$ cat src/rtl/t_counter_pkg.sv
// Shared constants for the toggle-chain up/down counter: default width and
// direction encodings used on the up input.
package t_counter_pkg;

    localparam int unsigned TCNT_WIDTH_DEFAULT = 4;

    localparam logic DIR_UP   = 1'b1;
    localparam logic DIR_DOWN = 1'b0;

endpackage

$ cat src/rtl/t_counter_cell.sv
// t_cell: one toggle stage of the counter. Load has priority over toggle;
// the complement output is kept in its own flop so both outputs are registered.
module t_cell (
    input  logic clk,
    input  logic reset,
    input  logic t,
    input  logic load,
    input  logic d,
    output logic q,
    output logic qbar
);

    logic q_r;
    logic qbar_r;

    // Stage state: async clear, then load, then toggle, else hold
    always_ff @(posedge clk or posedge reset) begin
        if (reset) begin
            q_r    <= 1'b0;
            qbar_r <= 1'b1;
        end else if (load) begin
            q_r    <= d;
            qbar_r <= ~d;
        end else if (t) begin
            q_r    <= ~q_r;
            qbar_r <= ~qbar_r;
        end else begin
            q_r    <= q_r;
            qbar_r <= qbar_r;
        end
    end

    assign q    = q_r;
    assign qbar = qbar_r;

endmodule

$ cat src/rtl/t_counter.sv
// t_counter: synchronous up/down counter built from a chain of t_cell stages.
// Define TCNT_LOAD_EN to add the parallel load port pair (load, d).
module t_counter
    import t_counter_pkg::*;
#(
    parameter int unsigned WIDTH = TCNT_WIDTH_DEFAULT
) (
    input  logic             clk,
    input  logic             reset,
    input  logic             en,
    input  logic             up,
    input  logic             clr,
`ifdef TCNT_LOAD_EN
    input  logic             load,
    input  logic [WIDTH-1:0] d,
`endif
    output logic [WIDTH-1:0] q,
    output logic [WIDTH-1:0] qbar,
    output logic             tc,
    output logic             ovf
);

    logic [WIDTH-1:0] q_s;
    logic [WIDTH-1:0] qbar_s;
    logic [WIDTH-1:0] t_s;
    logic [WIDTH-1:0] cell_d_s;
    logic             cell_load_s;
    logic             load_s;
    logic             tc_s;
    logic             ovf_r;

    function automatic logic [WIDTH-1:0] low_mask(input int n);
        logic [WIDTH-1:0] m;
        for (int j = 0; j < int'(WIDTH); j++) begin
            m[j] = (j < n) ? 1'b1 : 1'b0;
        end
        return m;
    endfunction

`ifdef TCNT_LOAD_EN
    assign load_s = load;
`else
    assign load_s = 1'b0;
`endif

    // Clear is folded into the cells' load path with an all-zero load value
    always_comb begin
        cell_load_s = clr | load_s;
`ifdef TCNT_LOAD_EN
        cell_d_s = clr ? {WIDTH{1'b0}} : d;
`else
        cell_d_s = {WIDTH{1'b0}};
`endif
    end

    // Toggle chain: bit i flips when all lower bits are ones (up) or zeros (down)
    always_comb begin
        t_s = {WIDTH{1'b0}};
        for (int i = 0; i < int'(WIDTH); i++) begin
            if (up == DIR_UP) begin
                t_s[i] = en & ((q_s & low_mask(i)) == low_mask(i));
            end else begin
                t_s[i] = en & ((q_s & low_mask(i)) == {WIDTH{1'b0}});
            end
        end
    end

    assign tc_s = en & ((up == DIR_UP) ? (&q_s) : (~|q_s));

    for (genvar g = 0; g < int'(WIDTH); g++) begin : g_cell
        t_cell u_cell (
            .clk   (clk),
            .reset (reset),
            .t     (t_s[g]),
            .load  (cell_load_s),
            .d     (cell_d_s[g]),
            .q     (q_s[g]),
            .qbar  (qbar_s[g])
        );
    end

    // Sticky overflow: set on the wrapping edge, a load step never wraps
    always_ff @(posedge clk or posedge reset) begin
        if (reset) begin
            ovf_r <= 1'b0;
        end else if (clr) begin
            ovf_r <= 1'b0;
        end else if (load_s) begin
            ovf_r <= ovf_r;
        end else if (tc_s) begin
            ovf_r <= 1'b1;
        end else begin
            ovf_r <= ovf_r;
        end
    end

    assign q    = q_s;
    assign qbar = qbar_s;
    assign tc   = tc_s;
    assign ovf  = ovf_r;

endmodule

$ cat config.mk
export PLATFORM = sky130hd
export DESIGN_NAME = t_counter
export DESIGN_NICKNAME = d
export VERILOG_FILES = /design/src/rtl/t_counter_pkg.sv /design/src/rtl/t_counter_cell.sv /design/src/rtl/t_counter.sv
export SDC_FILE = /design/constraint.sdc
export NUM_CORES = 1
export LEC_CHECK = 0
export ABC_AREA = 1
export CORE_UTILIZATION = 40
export DETAILED_ROUTE_END_ITERATION = 8
export PLACE_DENSITY = 0.71
export SLEW_MARGIN = 20
export SYNTH_ARGS = -nofsm -noshare
export SYNTH_HDL_FRONTEND = slang
export SYNTH_SLANG_ARGS = --single-unit
$ cat constraint.sdc
create_clock -name clk -period 1.1 [get_ports clk]
set_clock_uncertainty 0.1 [all_clocks]
set_input_delay 0.22 -clock clk [delete_from_list [all_inputs] [get_ports clk]]
set_output_delay 0.22 -clock clk [all_outputs]
set_load 0.05 [all_outputs]
== Word level (Yosys, flattened, before mapping) ==
Index checks and enable logic that the tools add are counted.
Word-level totals
  bits in registers: 9
  latch bits: 0
  bits in writable memories: 0
  ROM bits: 0
  word-level logic and storage cells: 59
  memories: 0
Cells by class
  add/sub/neg operators: 0
  multiply operators: 0
  div/mod/pow operators: 0
  magnitude comparators: 0
  equality and inequality tests: 2
  shifts and indexed selects: 0
  muxes and demuxes: 22
  bitwise operators: 15
  reduce and logical (&&, ||, !) cells: 11
Operators with widths (number)
  two-way mux 1 bit: 22
  zero test 4 bit: 3
  nonzero test 2 bit: 5
  NOT 1 bit: 8
  AND 1 bit: 7
  AND reduction 4 bit: 1
  OR reduction 4 bit: 1
  == test 3 bit, second input constant: 1
  == test 2 bit, second input constant: 1
  zero test 1 bit: 1

== Logic depth before layout (Yosys ltp) ==
  word-level depth: 6
  mapped depth: 6

== Hierarchy ==
A second synthesis with hierarchy kept.
Second synthesis, totals
  cells, all modules: 92
  area, all modules: 583.1 µm²
Modules (own cells, without submodules)
  t_cell: instances 4, cells an instance 17, area each 110.1 µm²
  t_counter: instances 1, cells an instance 24, area each 142.6 µm²

== Worst setup path before layout ==
OpenSTA, ideal clock, no wires.
  kind: flip-flop to output port
  from: register g_cell[0].u_cell.q_r
  to: output port tc
  data arrival time: 1087 ps
  data required time: 780 ps
  setup slack: -307 ps
  stages on the path, launching flop included: 6
  path buffers: 0
  cells stage by stage: dfrtp_1 nor2_1 nand2_1 nand2_1 nand3_1 inv_1
On the way
  cells in the longest elaborated chain, start to end: 4
  elaborated cells between the ends (all ways): 5
RTL lines
  from (decl): line t_counter_cell.sv:13  | logic q_r;
  from (signal assigned): line t_counter_cell.sv:25  | q_r <= ~q_r;
  from (signal assigned): line t_counter_cell.sv:28  | q_r <= q_r;
  OR reduction 4 bit: line t_counter.sv:68  | assign tc_s = en & ((up == DIR_UP) ? (&q_s) : (~|q_s));
  zero test 1 bit: line t_counter.sv:68
  two-way mux 1 bit *: line t_counter.sv:68
  AND 1 bit *: line t_counter.sv:68
  to (decl): line t_counter.sv:19  | output logic tc,
Mark *: on every way between the ends. The rest lies on a longest branch, timed or not.

== Worst setup path in the final report ==
Same ends and word-level chain as after synthesis.

==> results_dict.tcl <==
set metrics [dict create \
    post-route-period-util 1.48 \
    slew_headroom 0.758 \
    die_h_um 39.2 \
    fin_area_sq_mm 0.00103 \
    cts_tree "built" \
    die_area_sq_mm 0.00154 \
    finalPower_mw 1.23 \
    powerDensity_mw_per_mm2 1190 \
    tightest_slew_ns 0.362 \
    die_x_um 39.2 \
    cts-buffers-inserted 3 \
    violations "setup timing" \
    synth_cell_types 20 \
    drt_drc_violations_left 0 \
    cp-startpoint "g_cell[0].u_cell.q$_DFFE_PP0P_" \
    layout_commonest_cell "buf_4" \
    antenna_found_initial 0 \
    clock_path_buffers 2 \
    drt-pass1-iter-count 4 \
    post-route-min-period_ns 1.63 \
    critPathKind "reg -> out" \
    cts.clk_slew.worst_paths_ns 0.06 \
    core_sq_mm 0.00130 \
    seq_area_frac_synth 0.416 \
    grt_pass1_vias 503 \
    min_path_type "in -> async" \
    drt_wl_total_um 1590 \
    area_growth_pct 87.1 \
    drv_slew 0 \
    grt_pass1_wl_um 2070 \
    hold_viol 0 \
    synth_top_area_frac 0.226 \
    ant_nets 0 \
    fin_ws_ns -0.529 \
    drv_cap 0 \
    crit_path_max_fanout 3 \
    syn_nets 75 \
    numPlacedInstances 104 \
    critPathLaunchType "flip-flop" \
    insertion_delay_ns 0.27 \
    final_cell_mix "20 x buf_4, 11 x nand2_1, 10 x buf_12" \
    drive_gt1_frac 0.571 \
    yosysWarnings 0 \
    r2r-start "g_cell[0].u_cell.q$_DFFE_PP0P_" \
    synth_area_leader_cell "dfrtp_1" \
    ios 15 \
    max_freq_mhz 614 \
    syn_inst 70 \
    ctsHoldBuffers 0 \
    grt_use_total 0.211 \
    ys_seq_elements 9 \
    status "finished, violations left" \
    synth_area_leaders "dfrtp_1 23%, dfstp_2 19%, buf_4 11%" \
    leakage_nw 0.510 \
    cts_num_sinks 9 \
    instances_no_fill 120 \
    fill_cells 80 \
    endpoint_kind "primary output" \
    vdd_drop_max_mv 0.834 \
    grt_setup_unrepaired "true" \
    routedWlPerCell_um 13.3 \
    netlist_area_sq_um 553 \
    cts-root-buf "clkbuf_4" \
    syn-mean-instance-area_sq_um 7.90 \
    whs_ns 0.112 \
    rows 13 \
    vias_per_cell 4.84 \
    port_buffers 14 \
    overflow 0 \
    worstPathRequired_ns 0.78 \
    start_util 0.425 \
    htree_levels 1 \
    diodes 0 \
    vias 581 \
    dpl.hpwl_um 978 \
    drt_iter0_drc 7 \
    placed_area_sq_um 857 \
    worstPathArrival_ns 1.31 \
    grt_max_degree 10 \
    final_nets 111 \
    finalSetupViolCount 18 \
    gp_congestion 0.831 \
]
-- worst paths after layout --
kind / slack, ns / to / cells after the start
setup reg to reg: -0.31 / g_cell[1].u_cell.q$_DFFE_PP0P_ / 8
min in group clk: 0.40 / g_cell[3].u_cell.q$_DFFE_PP0P_ / 5
max in group asynchronous: 0.48 / g_cell[1].u_cell.qbar$_DFFE_PP1P_ / 2
setup / recovery: -0.53 / tc / 6
hold reg to reg: 0.44 / g_cell[1].u_cell.qbar$_DFFE_PP1P_ / 2
hold / removal: 0.11 / g_cell[0].u_cell.q$_DFFE_PP0P_ / 2
-- per-layer routing --
metal  routed length [um]  track usage  share of wire  vias to the layer above
met5                    0            0              0                        -
met4                   63        0.103          0.040                        0
met3                   42       0.0347          0.026                        6
met2                  870        0.371           0.55                       13
met1                  617        0.241           0.39                      277
li1                     -            -              -                      285
-- flip-flops by register name (all words and copies together) (netlist names) --
register            flops
g_cell.u_cell.q         4
g_cell.u_cell.qbar      4
ovf                     1
-- cell usage after synthesis, drive strengths merged --
| cell | number |
|---|---|
| a21oi | 3 |
| dfrtp | 5 |
| clkinv | 1 |
| nand3 | 8 |
| nor2 | 4 |
| xnor2 | 1 |
| xor2 | 1 |
| buf | 9 |
| o21ai | 3 |
| nand4 | 3 |
| inv | 9 |
| dfstp | 4 |
| nand2 | 17 |
| nand3b | 2 |
-- cell type report --
type / instances / area [sq um] / share of cell area
inverters: 10 / 41.3 / 0.0399
clock buffers: 4 / 26.3 / 0.0254
multi-input cells: 42 / 256 / 0.248
repair buffers: 40 / 460 / 0.445
well taps: 15 / 18.8 / 0.0181
flip-flops and latches: 9 / 231 / 0.224
-- where the power goes --
group          leakage (nW)  switching [mW]  internal [mW]
logic                 0.388           0.274          0.282
clock network        0.0150           0.126          0.141
registers             0.107          0.0342          0.371
-- kinds of logic after synthesis --
| kind of cell | after synthesis | share of synthesized area |
|---|---|---|
| compound gates | 6 | 0.0611 |
| buf+inv | 19 | 0.197 |
| simple gates | 34 | 0.294 |
| flops | 9 | 0.416 |
| xor+xnor | 2 | 0.0317 |
-- per-stage QoR --
step / TNS [ns] / worst slack, ns / util
final: -4.13 / -0.529 / 0.795
after detailed placement: -3.31 / -0.432 / 0.659
after global placement: -3.03 / -0.418 / 0.659
after global routing: -4.93 / -0.604 / 0.795
after CTS: -3.71 / -0.484 / 0.751
after floorplan: -0.185 / -0.185 / -
-- timing repair --
action                                  4_1_cts  5_1_grt
cloned                                        0        0
pin swaps                                     7        2
endpoints found under the setup margin       18       18
resized for setup                             8       12
setup buffers                                11        6
-- worst max-delay path, cell delays in order (launching register included) --
cell        delay [ns]
dfrtp_1           0.42
nor2_2            0.14
nand2_1           0.07
nand2_1           0.07
nand3_2           0.11
clkinvlp_4        0.10
buf_12            0.13
No activity file was read; power rests on OpenSTA's default activity.
